File: src/rtl/load_store_unit.sv
// load_store_unit
//   Sits in front of a word-wide data memory that has no byte enables and
//   turns byte-addressed CPU loads/stores (byte/half/word, signed/unsigned)
//   into whole-word accesses. Sub-word stores become read-modify-write.
//
// Ports
//   clk, rst                 clock, synchronous active-high reset
//   req_valid / req_ready    request handshake (ready only while idle)
//   req_write                1 = store, 0 = load
//   req_size                 00 byte, 01 half, 10 word, 11 illegal
//   req_unsigned             loads: zero-extend when 1, sign-extend when 0
//   req_addr                 byte address (ADDR_WIDTH+2 bits)
//   req_wdata                store data, right-justified
//   resp_valid               one-cycle response pulse
//   resp_rdata / resp_err    load result / misaligned-or-illegal flag
//   mem_read / mem_write     one-cycle memory strobes
//   address                  word address to memory
//   write_data / read_data   memory write word / memory read word
//                            (read_data valid the cycle after mem_read)
module load_store_unit #(
    parameter int ADDR_WIDTH = 8,
    parameter int DATA_WIDTH = 32
) (
    input  logic                    clk,
    input  logic                    rst,
    input  logic                    req_valid,
    output logic                    req_ready,
    input  logic                    req_write,
    input  logic [1:0]              req_size,
    input  logic                    req_unsigned,
    input  logic [ADDR_WIDTH+1:0]   req_addr,
    input  logic [DATA_WIDTH-1:0]   req_wdata,
    output logic                    resp_valid,
    output logic [DATA_WIDTH-1:0]   resp_rdata,
    output logic                    resp_err,
    output logic                    mem_read,
    output logic                    mem_write,
    output logic [ADDR_WIDTH-1:0]   address,
    output logic [DATA_WIDTH-1:0]   write_data,
    input  logic [DATA_WIDTH-1:0]   read_data
);

    typedef enum logic [2:0] {IDLE, RD, RD_WAIT, WR, RESP} state_t;

    state_t          state_reg;
    logic            write_reg;
    logic            unsigned_reg;
    logic [1:0]      size_reg;
    logic [1:0]      lane_reg;      // byte offset within the word
    logic [31:0]     wdata_reg;

    logic            misaligned;
    logic [31:0]     merged_word;
    logic [31:0]     shifted_word;
    logic [31:0]     load_value;

    assign req_ready = (state_reg == IDLE);

    // Size 11 is folded into the misaligned case so it never reaches memory.
    always_comb begin
        misaligned = 1'b0;
        case (req_size)
            2'b00:   misaligned = 1'b0;
            2'b01:   misaligned = req_addr[0];
            2'b10:   misaligned = (req_addr[1:0] != 2'b00);
            default: misaligned = 1'b1;
        endcase
    end

    // Read-modify-write merge: each byte lane takes either the old memory
    // byte or the matching byte of the store data.
    genvar gi;
    generate
        for (gi = 0; gi < 4; gi++) begin : g_lane
            localparam logic [1:0] LANE = 2'(gi);
            logic       lane_hit;
            logic [7:0] new_byte;
            assign lane_hit = ((size_reg == 2'b00) && (lane_reg == LANE)) ||
                              ((size_reg == 2'b01) && (lane_reg[1] == LANE[1]));
            // Halves put their low byte in the even lane, high byte in the odd one.
            assign new_byte = ((size_reg == 2'b01) && LANE[0]) ? wdata_reg[15:8]
                                                                : wdata_reg[7:0];
            assign merged_word[8*gi +: 8] = lane_hit ? new_byte : read_data[8*gi +: 8];
        end
    endgenerate

    // Load path: right-justify the addressed lane, then extend.
    always_comb begin
        shifted_word = read_data >> {lane_reg, 3'b000};
        load_value   = read_data;
        case (size_reg)
            2'b00: load_value = unsigned_reg ? {24'd0, shifted_word[7:0]}
                                             : {{24{shifted_word[7]}}, shifted_word[7:0]};
            2'b01: load_value = unsigned_reg ? {16'd0, shifted_word[15:0]}
                                             : {{16{shifted_word[15]}}, shifted_word[15:0]};
            default: load_value = read_data;
        endcase
    end

    always_ff @(posedge clk) begin
        if (rst) begin
            state_reg    <= IDLE;
            write_reg    <= 1'b0;
            unsigned_reg <= 1'b0;
            size_reg     <= 2'b00;
            lane_reg     <= 2'b00;
            wdata_reg    <= 32'd0;
            resp_valid   <= 1'b0;
            resp_err     <= 1'b0;
            resp_rdata   <= 32'd0;
            mem_read     <= 1'b0;
            mem_write    <= 1'b0;
            address      <= '0;
            write_data   <= 32'd0;
        end else begin
            // Strobes and the response are pulses; states below raise them.
            mem_read   <= 1'b0;
            mem_write  <= 1'b0;
            resp_valid <= 1'b0;
            resp_err   <= 1'b0;
            case (state_reg)
                IDLE: begin
                    if (req_valid) begin
                        write_reg    <= req_write;
                        unsigned_reg <= req_unsigned;
                        size_reg     <= req_size;
                        lane_reg     <= req_addr[1:0];
                        wdata_reg    <= req_wdata;
                        if (misaligned) begin
                            resp_valid <= 1'b1;
                            resp_err   <= 1'b1;
                            resp_rdata <= 32'd0;
                            state_reg  <= RESP;
                        end else begin
                            address <= req_addr[ADDR_WIDTH+1:2];
                            if (req_write && (req_size == 2'b10)) begin
                                mem_write  <= 1'b1;
                                write_data <= req_wdata;
                                state_reg  <= WR;
                            end else begin
                                mem_read  <= 1'b1;
                                state_reg <= RD;
                            end
                        end
                    end
                end
                RD: state_reg <= RD_WAIT;
                RD_WAIT: begin
                    // read_data is valid in this cycle.
                    if (write_reg) begin
                        mem_write  <= 1'b1;
                        write_data <= merged_word;
                        state_reg  <= WR;
                    end else begin
                        resp_valid <= 1'b1;
                        resp_rdata <= load_value;
                        state_reg  <= RESP;
                    end
                end
                WR: begin
                    resp_valid <= 1'b1;
                    resp_rdata <= 32'd0;
                    state_reg  <= RESP;
                end
                RESP: state_reg <= IDLE;
                default: state_reg <= IDLE;
            endcase
        end
    end

endmodule

File: config.mk
export PLATFORM = sky130hd
export DESIGN_NAME = load_store_unit
export DESIGN_NICKNAME = d
export VERILOG_FILES = /design/src/rtl/load_store_unit.sv
export SDC_FILE = /design/constraint.sdc
export NUM_CORES = 1
export LEC_CHECK = 0
export BUFFER_PORTS_ARGS = -buffer_cell sky130_fd_sc_hd__buf_2
export CAP_MARGIN = 40
export CORE_ASPECT_RATIO = 0.75
export CORE_MARGIN = 1
export CORE_UTILIZATION = 50
export CTS_BUF_LIST = sky130_fd_sc_hd__clkbuf_4
export DETAILED_ROUTE_END_ITERATION = 10
export GPL_ROUTABILITY_DRIVEN = 0
export PLACE_DENSITY = 0.81
export REMOVE_ABC_BUFFERS = 1
export SLEW_MARGIN = 20
export SYNTH_ARGS = -nofsm -noshare
export SYNTH_HDL_FRONTEND = slang
export SYNTH_SLANG_ARGS = --single-unit
File: constraint.sdc
create_clock -name clk -period 3.93 [get_ports clk]
set_input_delay 0.5895 -clock clk [delete_from_list [all_inputs] [get_ports clk]]
set_output_delay 0.5895 -clock clk [all_outputs]
set_load 0.005 [all_outputs]
==> metrics.txt <==
Synth Area in XOR/XNOR=0%; quantity of I/O buffers inserted on ports=157; Netlist Area Pre-Place=0.00491 sq mm; vias in the first global route=approximately 4700; cells traversed along the worst timing path=or4b_1 > buf_8 > o31a_1 > buf_6 > o41ai_1; num rows=30; largest net degree at the start of global routing=52; leakage power total=between 2 and 3 nW; commonest non-fill, non-tap cell in the layout=sky130_fd_sc_hd__buf_2; library cell contributing the largest single delay on the critical path=sky130_fd_sc_hd__or4b_1; Avg Synthesized Cell Area=8.58 sq um; wire length per cell after detailed routing=~19 um; post-route insts no fill=slightly above 800; crit path max fanout=24; simple-gate portion of the synthesized area=between 10% and 20%; post-synthesis cell type with the largest combined area=sky130_fd_sc_hd__dfxtp_1; combinational family with the most area after synthesis=compound AO/OA/AOI/OAI gates; number of iterations in the first detailed-routing pass=5; Clock Sinks=101; kind of end point of the critical path=flop; top cell type's share of synthesized area=roughly two fifths; number of DRC violations after detailed routing=0; data arrival time of the critical path=2.83 ns; max-slew violation total from the final report=0; post-DP HPWL=11300 um; library cells used by synthesis=48; compound-gate portion of the synthesized area=29.0%; areal power density over the cells=352 mW/mm^2; DRC violation total after the first TritonRoute iteration=between 500 and 600; final instance area=0.00591 sq mm; height of the chip=between 80 and 90 um; worst clock skew on the final layout=a little under 0.009 ns; wire length of the first global-routing pass=24100 um; top cells by area, synth=sky130_fd_sc_hd__dfxtp_1, sky130_fd_sc_hd__nand2_1, sky130_fd_sc_hd__a21oi_1; area after detailed placement=0.00572 sq mm; Slew Limit Headroom=a little over two fifths; proportion of synthesized chip area in sequential cells=41.2%; TritonCTS clock tree=yes; clock slew at the register clock pins of the worst setup and hold paths=around 0.15 ns; clock buffer count from CTS=9; # resized after CTS=0; highest-count cells in the layout ignoring fill and taps=sky130_fd_sc_hd__buf_2, sky130_fd_sc_hd__dfxtp_1, sky130_fd_sc_hd__nand2_1; die area=~0.010 sq mm; RSZ-0062 raised after global routing=no; Yosys warning count=0; Required @ worst endpoint=about 4.3 ns; initial antenna violation count=1; GRT Residual Overflow=0; kind of cell adding the most delay to the critical path=compound AO/OA/AOI/OAI gates; starting utilization of the core area=52.9%; post-synthesis share of cell area spent on full adders, half adders and majority gates=0%; multiplexer area fraction after synthesis=~5.5%; Detailed Route WL=15400 um; CP Launch Type=flop; number of synthesized flops with an enable pin=0; H-Tree Level Count=3; outcome=complete, no violations; Clock Latency Late Sink=0.47 ns; slew at the pin closest to its max-slew limit=0.850 ns; number of buffers added to fix hold violations after cts=0; total number of vias=5185; post-CTS setup buffers=0; cell count after placement=811; maximum ir drop on the vdd rail=0.000206 V; DIE WIDTH=approximately 120 um; placeable core area=0.00927 sq mm; global-route total usage across every layer=30.6%; Async S/R FF share, synth=0%; Area growth, synth to finish=20.4%; slowest cell delay on critical path=between 0.5 and 0.6 ns; antenna-violating nets left=0; root cell of the clock tree=sky130_fd_sc_hd__clkbuf_4; most instantiated flip-flop cell in the synthesis netlist=sky130_fd_sc_hd__dfxtp_1; maximum number of buffers from clock root to sink=2; HP Class=primary input to flop; number of nets in the layout=777; share of cells above drive strength 1=28.5%; fmax=407 MHz; # setup viols final=0; count of max-cap constraint violations=0; period utilization=62.5%; number of synthesized register bits=~100; number of buffers and inverters on the critical path=2; Post-Synthesis Cells=572; setup slack of the worst register-to-register path=1.47 ns; final critical delay including setup and external delays=2.46 ns; critical path start-end classification=flop to flop; count of boundary I/O pins=~160; Vias per Instance=6.25; Hold Fails Final Rpt=0
layout make-up:
type	count	area (sq um)
Multi-Input combinational cell	410	2640
Antenna cell	1	2.50
Sequential cell	101	2020
Tap cell	128	160
Clock buffer	10	75.1
Inverter	4	15.0
Clock inverter	6	86.3
Timing Repair Buffer	170	910
Fill cell	845	3360
worst paths after layout:
| check | start | to | cells after the start |
|---|---|---|---|
| worst min-delay path | req_addr[3] | address[1] | 3 |
| worst min register to register | address[3] | address[3] | 2 |
| worst max-delay path | state_reg[0] | write_data[3] | 5 |
| worst max register to register | state_reg[0] | write_data[3] | 5 |
per-layer routing:
metal | vias to the layer above | global-route usage [%] | wire [um]
met5 | - | 0 | 0
met4 | 0 | 8.86 | 288
met3 | 30 | 8.37 | 1560
met2 | 306 | 45.7 | 6730
met1 | 2442 | 43.2 | 6860
li1 | 2407 | - | -
cell families after synthesis:
family,Yosys count
flops,101
compound gates,185
mux,26
buf+inv,61
simple gates,199
Yosys cell counts, types with 7 or more instances:
cell	n
sky130_fd_sc_hd__dfxtp_1	101
sky130_fd_sc_hd__nand2_1	73
sky130_fd_sc_hd__a21oi_1	47
sky130_fd_sc_hd__clkbuf_1	42
sky130_fd_sc_hd__nor2_1	41
sky130_fd_sc_hd__nand3_1	26
sky130_fd_sc_hd__mux2i_1	19
sky130_fd_sc_hd__and3_1	18
sky130_fd_sc_hd__a221o_1	17
sky130_fd_sc_hd__nand2b_1	17
sky130_fd_sc_hd__a211o_1	16
sky130_fd_sc_hd__a211oi_1	16
sky130_fd_sc_hd__a22o_1	16
sky130_fd_sc_hd__a311oi_1	16
sky130_fd_sc_hd__o41ai_1	16
sky130_fd_sc_hd__buf_2	8
sky130_fd_sc_hd__a221oi_1	7
sky130_fd_sc_hd__a22oi_1	7
sky130_fd_sc_hd__mux2_2	7
sky130_fd_sc_hd__o22ai_1	7
sky130_fd_sc_hd__o32ai_1	7
worst min-delay path, cell delays in order:
cell and delay, ns:
sky130_fd_sc_hd__buf_2 0.09, sky130_fd_sc_hd__nand3_1 0.05, sky130_fd_sc_hd__a21oi_1 0.05
through the flow:
| stage | setup TNS, ns | hold slack [ns] | utilization [%] | total power, mW | worst slack [ns] |
|---|---|---|---|---|---|
| after floorplan | -0.579 | 0.430 | - | 1.30 | -0.0644 |
| after global placement | 0 | 0.440 | 61.3 | 1.45 | 1.07 |
| after detailed placement | 0 | 0.444 | 61.6 | 1.47 | 0.976 |
| after CTS | 0 | 0.312 | 63.4 | 2.08 | 1.17 |
| after global routing | 0 | 0.309 | 63.7 | 2.17 | 1.31 |
| final | 0 | 0.348 | 63.7 | 2.08 | 1.47 |
power by group:
group	switching [mW]	total, mW	internal [mW]	leakage (nW)
clock network	0.352	0.618	0.265	0.0868
logic	0.228	0.368	0.140	1.65
registers	0.0307	1.09	1.06	0.819
No activity file was read; power rests on OpenSTA's default activity.
